## config.mk

```make
export PLATFORM = sky130hd
export DESIGN_NAME = bus_rr_arbiter
export DESIGN_NICKNAME = d
export VERILOG_FILES = /design/src/rtl/bus_rr_arbiter.sv
export SDC_FILE = /design/constraint.sdc
export NUM_CORES = 1
export LEC_CHECK = 0
export CAP_MARGIN = 20
export CORE_AREA = 2 2 69 71
export DETAILED_ROUTE_END_ITERATION = 16
export DIE_AREA = 0 0 71 73
export DONT_BUFFER_PORTS = 1
export GPL_ROUTABILITY_DRIVEN = 0
export PLACE_DENSITY = 0.61
export SLEW_MARGIN = 10
export SYNTH_ARGS = -nofsm -noshare
export SYNTH_HDL_FRONTEND = slang
export SYNTH_SLANG_ARGS = --single-unit
```

## constraint.sdc

```tcl
create_clock -name clk -period 4.9 [get_ports clk]
set_input_delay 0.49 -clock clk [delete_from_list [all_inputs] [get_ports clk]]
set_output_delay 0.49 -clock clk [all_outputs]
set_load 0.005 [all_outputs]
```

## src/rtl/bus_rr_arbiter.sv

```systemverilog
// bus_rr_arbiter: round-robin sharing of one dual-rail resource port among N users.
// Every port uses return-to-zero handshakes; a user must present a spacer before each request.
//
// Ports:
//   clk          rising-edge clock
//   reset        synchronous, active-low reset
//   user_input   [N][INPUT] dual-rail request words, one per user
//   user_output  [N][OUTPUT] dual-rail response words, registered; only the owner is non-spacer
//   in           [INPUT] dual-rail word driven to the shared resource, registered
//   out          [OUTPUT] dual-rail response word from the shared resource
//   grant_valid  high while a user owns the resource
//   grant_id     current or last owner
//   timeout_err  (BUS_TIMEOUT_EN only) one-cycle pulse when the resource fails to answer
//
// Optional feature macro: BUS_TIMEOUT_EN adds a TIMEOUT-cycle watchdog on WAIT_RESP.
// Each dual-rail element is a 2-bit rail pair: 00 spacer, 01/10 valid, 11 illegal.

`ifndef BUS_SIZE
`define BUS_SIZE 4
`endif

module bus_rr_arbiter #(
    parameter int N       = 2,
    parameter int INPUT   = `BUS_SIZE,
    parameter int OUTPUT  = `BUS_SIZE,
    parameter int TIMEOUT = 256,
    localparam int IW     = $clog2(N)
) (
    input  logic                          clk,
    input  logic                          reset,
    input  logic [N-1:0][INPUT-1:0][1:0]  user_input,
    output logic [N-1:0][OUTPUT-1:0][1:0] user_output,
    output logic [INPUT-1:0][1:0]         in,
    input  logic [OUTPUT-1:0][1:0]        out,
    output logic                          grant_valid,
    output logic [IW-1:0]                 grant_id
`ifdef BUS_TIMEOUT_EN
    ,
    output logic                          timeout_err
`endif
);

    if (N < 2 || TIMEOUT < 1) begin : g_param_check
        $error("bus_rr_arbiter: requires N >= 2 and TIMEOUT >= 1");
    end

    typedef enum logic [1:0] {
        IDLE,
        WAIT_RESP,
        WAIT_SPACER,
        RELEASE
    } state_t;

    localparam logic [IW:0] NW  = (IW+1)'(N);
    localparam logic [IW:0] ONE = {{IW{1'b0}}, 1'b1};

    state_t                        state, state_d;
    logic [N-1:0]                  armed, armed_d;
    logic [IW-1:0]                 rr, rr_d;
    logic [INPUT-1:0][1:0]         in_d;
    logic [N-1:0][OUTPUT-1:0][1:0] user_output_d;
    logic                          grant_valid_d;
    logic [IW-1:0]                 grant_id_d;

    logic [N-1:0]  u_full, u_spacer;
    logic          out_full, out_spacer;
    logic [N-1:0]  req, rot;
    logic          hit;
    logic [IW-1:0] off, win, rr_next;
    logic [IW:0]   sumw, nxtw;

`ifdef BUS_TIMEOUT_EN
    localparam int           CW    = $clog2(TIMEOUT + 1);
    localparam logic [CW-1:0] TLAST = CW'(TIMEOUT - 1);
    logic [CW-1:0] cnt, cnt_d;
    logic          timeout_err_d;
`endif

    // A valid element has exactly one rail high, so XOR of the pair flags it.
    always_comb begin
        for (int i = 0; i < N; i++) begin
            u_full[i]   = 1'b1;
            u_spacer[i] = 1'b1;
            for (int j = 0; j < INPUT; j++) begin
                u_full[i]   &= ^user_input[i][j];
                u_spacer[i] &= ~|user_input[i][j];
            end
        end
        out_full   = 1'b1;
        out_spacer = 1'b1;
        for (int j = 0; j < OUTPUT; j++) begin
            out_full   &= ^out[j];
            out_spacer &= ~|out[j];
        end
    end

    // Rotate requests so bit 0 is the rr pointer, pick the lowest set bit,
    // then map back; wrap is done against N so non-power-of-two N works.
    always_comb begin
        req = armed & u_full;
        rot = N'({req, req} >> rr);
        hit = 1'b0;
        off = '0;
        for (int k = N - 1; k >= 0; k--) begin
            if (rot[k]) begin
                hit = 1'b1;
                off = IW'(k);
            end
        end
        sumw = {1'b0, rr} + {1'b0, off};
        if (sumw >= NW) sumw = sumw - NW;
        win  = sumw[IW-1:0];
        nxtw = {1'b0, win} + ONE;
        if (nxtw == NW) nxtw = '0;
        rr_next = nxtw[IW-1:0];
    end

    always_comb begin
        state_d       = state;
        in_d          = in;
        user_output_d = user_output;
        grant_valid_d = grant_valid;
        grant_id_d    = grant_id;
        rr_d          = rr;
        armed_d       = armed | u_spacer;
`ifdef BUS_TIMEOUT_EN
        cnt_d         = cnt;
        timeout_err_d = 1'b0;
`endif
        unique case (state)
            IDLE: begin
                // A complete response left on out blocks new grants
                // until the resource returns to spacer.
                if (hit && out_spacer) begin
                    in_d          = user_input[win];
                    grant_id_d    = win;
                    grant_valid_d = 1'b1;
                    armed_d[win]  = 1'b0;
                    rr_d          = rr_next;
                    state_d       = WAIT_RESP;
`ifdef BUS_TIMEOUT_EN
                    cnt_d         = '0;
`endif
                end
            end
            WAIT_RESP: begin
                if (out_full) begin
                    user_output_d[grant_id] = out;
                    in_d                    = '0;
                    state_d                 = WAIT_SPACER;
                end
`ifdef BUS_TIMEOUT_EN
                else if (cnt == TLAST) begin
                    timeout_err_d = 1'b1;
                    in_d          = '0;
                    state_d       = WAIT_SPACER;
                end else begin
                    cnt_d = cnt + CW'(1);
                end
`endif
            end
            WAIT_SPACER: begin
                if (out_spacer) state_d = RELEASE;
            end
            RELEASE: begin
                if (u_spacer[grant_id]) begin
                    user_output_d[grant_id] = '0;
                    grant_valid_d           = 1'b0;
                    state_d                 = IDLE;
                end
            end
            default: state_d = IDLE;
        endcase
    end

    always_ff @(posedge clk) begin
        if (!reset) begin
            state       <= IDLE;
            in          <= '0;
            user_output <= '0;
            grant_valid <= 1'b0;
            grant_id    <= IW'(N - 1);
            armed       <= '0;
            rr          <= '0;
`ifdef BUS_TIMEOUT_EN
            cnt         <= '0;
            timeout_err <= 1'b0;
`endif
        end else begin
            state       <= state_d;
            in          <= in_d;
            user_output <= user_output_d;
            grant_valid <= grant_valid_d;
            grant_id    <= grant_id_d;
            armed       <= armed_d;
            rr          <= rr_d;
`ifdef BUS_TIMEOUT_EN
            cnt         <= cnt_d;
            timeout_err <= timeout_err_d;
`endif
        end
    end

endmodule
```

==> flow_summary.json, run 1 <==
{
  "gr-total-overflow": 0,
  "ys_seq_area_frac": 0.3566,
  "min_path_type": "primary input to flip-flop",
  "crit_buf_inv": 1,
  "wl_microns": 3466,
  "synth.net_count": 239,
  "grt_pass1_wl_microns": 5609,
  "ys_top_cells_by_area": "dfxtp_1, mux2i_1, ha_1",
  "register_area_sq_um": 620.6,
  "diodes": 0,
  "grt_setup_unrepaired": "no",
  "yosysWarnings": 0,
  "hpwlAfterDp_microns": 2738,
  "final_common_cell": "inv_1",
  "cts_tree": "built",
  "avgSynthCellArea_sq_um": 8.880,
  "report.final.slew_viol_count": 0,
  "crit_path_cell_trace": "ha_1 > a21oi_1 > nor3b_1 > buf_4 > mux2i_1 > nor2_1",
  "start_kind": "flip-flop",
  "fp-row-count": 25,
  "finClkSkew_ns": 0.008420,
  "critPathKind": "flip-flop to flip-flop",
  "wl_per_cell_microns": 13.70,
  "tns_ns": 0,
  "htreeDepth": 2,
  "io_pins": 52,
  "core_sq_um": 4536,
  "drive_gt1_frac": 0.09045,
  "period_needed_ns": 2.165,
  "layout_common_cells": "inv_1, dfxtp_1, nor2_1",
  "fmax_mhz": 462.0,
  "slowest_delay_ns": 0.55,
  "clk_pin_slew_worst_paths_ns": 0.07,
  "grt_start_max_net_pins": 19,
  "tightest_slew_ns": 0.6283,
  "grt_usage": 0.1380,
  "numCtsBuffers": 5,
  "io_buffers": 0,
  "grt_pass1_vias": 1254,
  "drc": 0,
  "synth.distinct_cells": 33,
  "crit_fanout": 14,
  "cts_resized": 0,
  "slowest_stage": "nor3b_1",
  "drt_iter0_markers": 44,
  "reg2reg_depth": 6,
  "fill_cells": 458,
  "areaGrowthSynthToFinish_pct": 9.202,
  "antenna_found_initial": 0,
  "first_pass_iters": 4,
  "p_leak_nw": 0.8662,
  "avgViaCountPerCell": 5.095,
  "max-cap-violations": 0,
  "cts_max_path_buffers": 2,
  "yosys_register_bits": 31,
  "via_count": 1289,
  "critPathTopFamily": "simple AND/OR/NAND/NOR gates",
  "relSlewSlack": 0.5802,
  "multi_input_area_sq_um": 948.4,
  "cts.sinks": 31,
  "clockRootBuffer": "clkbuf_8",
  "cp_data_required_time_ns": 5.06,
  "status": "finished, final reports clean",
  "hold_buffers": 0,
  "power.total_w": 0.0005391,
  "finalSetupViolations": 0,
  "synthDominantCellAreaShare": 0.3566,
  "clk_latency_ns": 0.28,
  "synthCells": 196,
  "finalNetCount": 241,
  "die_w_microns": 71,
  "postRouteAntennaNets": 0,
  "die_area_sq_um": 5183,
  "end_kind": "flip-flop",
  "post-route-period-util": 0.4417,
  "syn_area_sq_um": 1740,
  "cp_num_cells": 6,
  "start_util": 0.3837,
  "cts_setup_buffers": 0,
  "cp.arrival_ns": 2.33,
  "ir_drop_v": 0.0001051,
  "die_h_microns": 73,
  "hold_depth": 1,
  "hold_viol": 0,
  "p_per_area_nw_per_um2": 283.6,
  "yosysTopAreaCell": "dfxtp_1"
}
## metal layers
metal  wire, microns  global-route usage
met5               0                   0
met3             233             0.05525
met2            1627              0.2316
met4              61             0.05031
met1            1544              0.1593
## layout make-up
cell class | instances | area share
Multi-Input combinational cell | 122 | 0.4990
Sequential cell | 31 | 0.3265
Inverter | 37 | 0.07307
Clock buffer | 6 | 0.04345
Tap cell | 54 | 0.03555
Clock inverter | 2 | 0.01843
Timing Repair Buffer | 1 | 0.003950
## cells by family after synthesis
group | after synthesis | synth area share
mux | 26 | 0.1495
fa+ha+maj | 18 | 0.1287
buf+inv | 43 | 0.09849
simple gates | 52 | 0.1596
compound gates | 26 | 0.1071
flops | 31 | 0.3566
## metrics by stage
step                  util  std cells  setup slack (ns)  cell area [sq um]  hold slack [ns]
floorplan                -        196             2.978               1740           0.4483
CTS                 0.4190        253             2.706               1901           0.3091
global placement    0.3931        245             2.606               1783           0.4800
detailed placement  0.3931        245             2.532               1783           0.4835
finish              0.4190        253             2.735               1901           0.3109
global route        0.4190        253             2.548               1901           0.3134
## synth_stat cells
| cell type | instances |
|---|---|
| o21ai_0 | 4 |
| a211o_1 | 1 |
| clkinv_1 | 1 |
| clkbuf_1 | 3 |
| a221o_1 | 1 |
| o211a_1 | 1 |
| and2_1 | 2 |
| or2_2 | 1 |
| or3_1 | 1 |
| ha_1 | 17 |
| and3_4 | 2 |
| buf_2 | 2 |
| a211oi_1 | 3 |
| and3_1 | 1 |
| or3_2 | 1 |
| a21bo_4 | 1 |
| buf_6 | 1 |
| nor2b_1 | 2 |
| a31oi_2 | 1 |
| nor2_1 | 28 |
| nand3_2 | 1 |
| maj3_2 | 1 |
| nor3b_1 | 1 |
| inv_1 | 36 |
| a21oi_1 | 5 |
| o221a_1 | 1 |
| o22ai_1 | 8 |
| nand4_1 | 3 |
| and4_1 | 3 |
| nand2_1 | 5 |
| mux2i_1 | 26 |
| dfxtp_1 | 31 |
| nand3_4 | 1 |
## path summary, 6_finish.rpt
check / from / slack, ns / endpoint
setup / recovery: state[0]$_SDFFE_PN0P_ / 2.74 / user_output[14]$_SDFFE_PN0P_
setup reg to reg: state[0]$_SDFFE_PN0P_ / 2.74 / user_output[14]$_SDFFE_PN0P_
hold / removal: reset / 0.31 / grant_id$_SDFFE_PN1P_
hold reg to reg: in[5]$_SDFFE_PN0P_ / 0.49 / in[5]$_SDFFE_PN0P_
## flip-flops by register name, summed over array words and instances (netlist names)
name / flops
grant_valid: 1
state: 2
in: 8
grant_id: 1
rr: 1
user_output: 16
armed: 2
## power by group
group | internal [W] | total (W) | leakage (nW) | switching, W
clock | 0.000164 | 0.000260 | 0.0612 | 0.0000952
sequential | 0.000252 | 0.000252 | 0.250 | 0.0000000697
combinational | 0.0000112 | 0.0000275 | 0.555 | 0.0000163
total | 0.000428 | 0.000539 | 0.866 | 0.000112
Power figures use the tool's default switching activity.
==> inputs of run 2 (changes only) <==
- ABC_AREA: not set -> 1
- PLACE_DENSITY: 0.61 -> 0.6
- clock period: 4.9 -> 2.2 ns (I/O delays scaled with it)
==> flow_summary.json, run 2 <==
{
  "tightest_slew_ns": 0.7450,
  "grtUsageMet3": 0.06906,
  "max-cap-violations": 0,
  "hold_path.startpoint": "reset",
  "ys_top_cells_by_area": "dfxtp_1, nand2_1, ha_1",
  "die_area_sq_um": 5183,
  "crit_fanout": 8,
  "first_pass_iters": 4,
  "areaGrowthSynthToFinish_pct": 10.40,
  "postRouteAntennaNets": 0,
  "min_path_type": "primary input to flip-flop",
  "start_kind": "flip-flop",
  "core_sq_um": 4536,
  "report.final.slew_viol_count": 0,
  "final_common_cell": "nand2_1",
  "top_usage_layer": "met2",
  "relSlewSlack": 0.5028,
  "clockRootBuffer": "clkbuf_8",
  "avgViaCountPerCell": 4.967,
  "end_kind": "flip-flop",
  "grt_usage": 0.1590,
  "p_leak_nw": 0.8513,
  "finalWorstSetupSlack_ns": 0.5530,
  "synthCells": 244,
  "cts.sinks": 31,
  "wl_per_cell_microns": 12.92,
  "grt_start_max_net_pins": 25,
  "synthDominantCellAreaShare": 0.3631,
  "clk_latency_ns": 0.28,
  "layout_common_cells": "nand2_1, inv_1, dfxtp_1",
  "status": "finished, final reports clean",
  "clk_pin_slew_worst_paths_ns": 0.07,
  "io_pins": 52,
  "finalNetCount": 292,
  "avgSynthCellArea_sq_um": 7.005,
  "tns_ns": 0,
  "gr-total-overflow": 0,
  "diodes": 0,
  "synth.most_common_cell": "nand2_1",
  "timing.rr.end": "user_output[0]$_SDFFE_PN0P_",
  "hold_viol": 0,
  "period_needed_ns": 1.647,
  "yosys_register_bits": 31,
  "drc": 0,
  "synth_common_cells": "nand2_1, inv_1, dfxtp_1",
  "use_met1": 0.2054,
  "numCtsBuffers": 5,
  "holdPathEnd": "grant_id$_SDFFE_PN1P_",
  "cp.arrival_ns": 1.78,
  "io_buffers": 0,
  "r2r_setup_slack_ns": 0.55,
  "grt_util_met2": 0.2420,
  "cts_setup_buffers": 0,
  "syn_area_sq_um": 1709,
  "cts_max_path_buffers": 2,
  "die_w_microns": 71,
  "reg2reg_depth": 6,
  "start_util": 0.3768,
  "post-place-ws_ns": 0.5236,
  "drt_iter0_markers": 59,
  "crit-reg2reg-launch": "state[1]$_SDFFE_PN0P_",
  "cts_resized": 0,
  "synth_edf_count": 0,
  "finalSetupViolations": 0,
  "hpwlAfterDp_microns": 3005,
  "fp-row-count": 25,
  "die_h_microns": 73,
  "ys.flop_type": "dfxtp_1",
  "grt_pass1_vias": 1426,
  "synthArstFlopShare": 0,
  "yosysWarnings": 0,
  "cts_tree": "built",
  "synth.net_count": 287,
  "fill_cells": 477,
  "reg.largest.list": "user_output: 16 flops, in: 8 flops",
  "cp_data_required_time_ns": 2.33,
  "drive_gt1_frac": 0.08800,
  "regMostFlops": "user_output",
  "largest_reg_flops": 16,
  "fmax_mhz": 607.2,
  "antenna_found_initial": 0,
  "ir_drop_v": 0.0005454,
  "hold_buffers": 0,
  "wl_microns": 3927,
  "grt_pass1_wl_microns": 6520,
  "power.total_w": 0.001676,
  "htreeDepth": 2,
  "ys_seq_area_frac": 0.3631,
  "via_count": 1510,
  "yosysTopAreaCell": "dfxtp_1",
  "grt_setup_unrepaired": "no",
  "post-route-period-util": 0.7486,
  "hold_depth": 1,
  "p_per_area_nw_per_um2": 888.3,
  "critPathKind": "flip-flop to flip-flop",
  "synth.distinct_cells": 20,
  "finClkSkew_ns": 0.007538
}
[run 2: cell types whose count changed after synthesis, moves of 3 or more]
cell / delta
nand4_1: +3
a21oi_1: +21
mux2i_1: -26
nand3_1: +29
nand2_2: +5
nand2_1: +59
o22ai_1: -8
and4_1: -3
nor2_1: -16
a211oi_1: -3
[run 2: final cells by class]
type,count,area (sq um),share of cell area
multi-input combinational,171,930.9,0.4934
tap,54,67.56,0.03581
sequential,31,620.6,0.3289
inverter,40,150.1,0.07958
clock buffer,6,82.58,0.04377
clock inverter,2,35.03,0.01857
[run 2: per-layer routing]
metal | up-vias | routed length (microns)
met5 | - | 0
li1 | 798 | -
met1 | 679 | 1898
met2 | 31 | 1739
met3 | 2 | 260
met4 | 0 | 27
[run 2: worst max-delay path by stage]
stage / endpoint / cells past startpoint / startpoint / slack (ns)
after global placement: user_output[7]$_SDFFE_PN0P_ / 6 / state[1]$_SDFFE_PN0P_ / 0.55
after floorplan: user_output[0]$_SDFFE_PN0P_ / 6 / state[1]$_SDFFE_PN0P_ / 0.78
after global routing: user_output[9]$_SDFFE_PN0P_ / 6 / state[1]$_SDFFE_PN0P_ / 0.33
after CTS: user_output[12]$_SDFFE_PN0P_ / 6 / state[1]$_SDFFE_PN0P_ / 0.52
final: user_output[0]$_SDFFE_PN0P_ / 6 / state[1]$_SDFFE_PN0P_ / 0.55
after detailed placement: user_output[12]$_SDFFE_PN0P_ / 6 / state[1]$_SDFFE_PN0P_ / 0.52
[run 2: logic make-up after synthesis]
family                   Yosys count  share of synthesized area
adder cells (fa/ha/maj)           17                     0.1244
AND/OR/NAND/NOR                  121                     0.3155
AO/OA/AOI/OAI                     33                     0.1047
flip-flops                        31                     0.3631
buffers and inverters             42                    0.09225
[run 2: stage by stage]
stage               hold slack (ns)  cells    util  cell area (sq um)
floorplan                    0.3191    244       -               1709
global placement             0.3294    296  0.3901               1769
detailed placement           0.3314    296  0.3901               1769
CTS                         0.03683    304  0.4160               1887
global route                0.02777    304  0.4160               1887
finish                      0.04021    304  0.4160               1887
[run 2: worst max-delay path, stage by stage (launching register included)]
cell,delay [ns]
dfxtp_1,0.37
inv_1,0.09
ha_1,0.29
o21ai_2,0.15
nand4_1,0.37
nand2_1,0.15
a21oi_1,0.07
[run 2: where the power goes]
| part | switching (W) | total (W) | internal [W] |
|---|---|---|---|
| combinational | 0.000300 | 0.000454 | 0.000153 |
| sequential | 0.0000353 | 0.000640 | 0.000605 |
| clock | 0.000216 | 0.000582 | 0.000366 |
| total | 0.000552 | 0.00168 | 0.00112 |
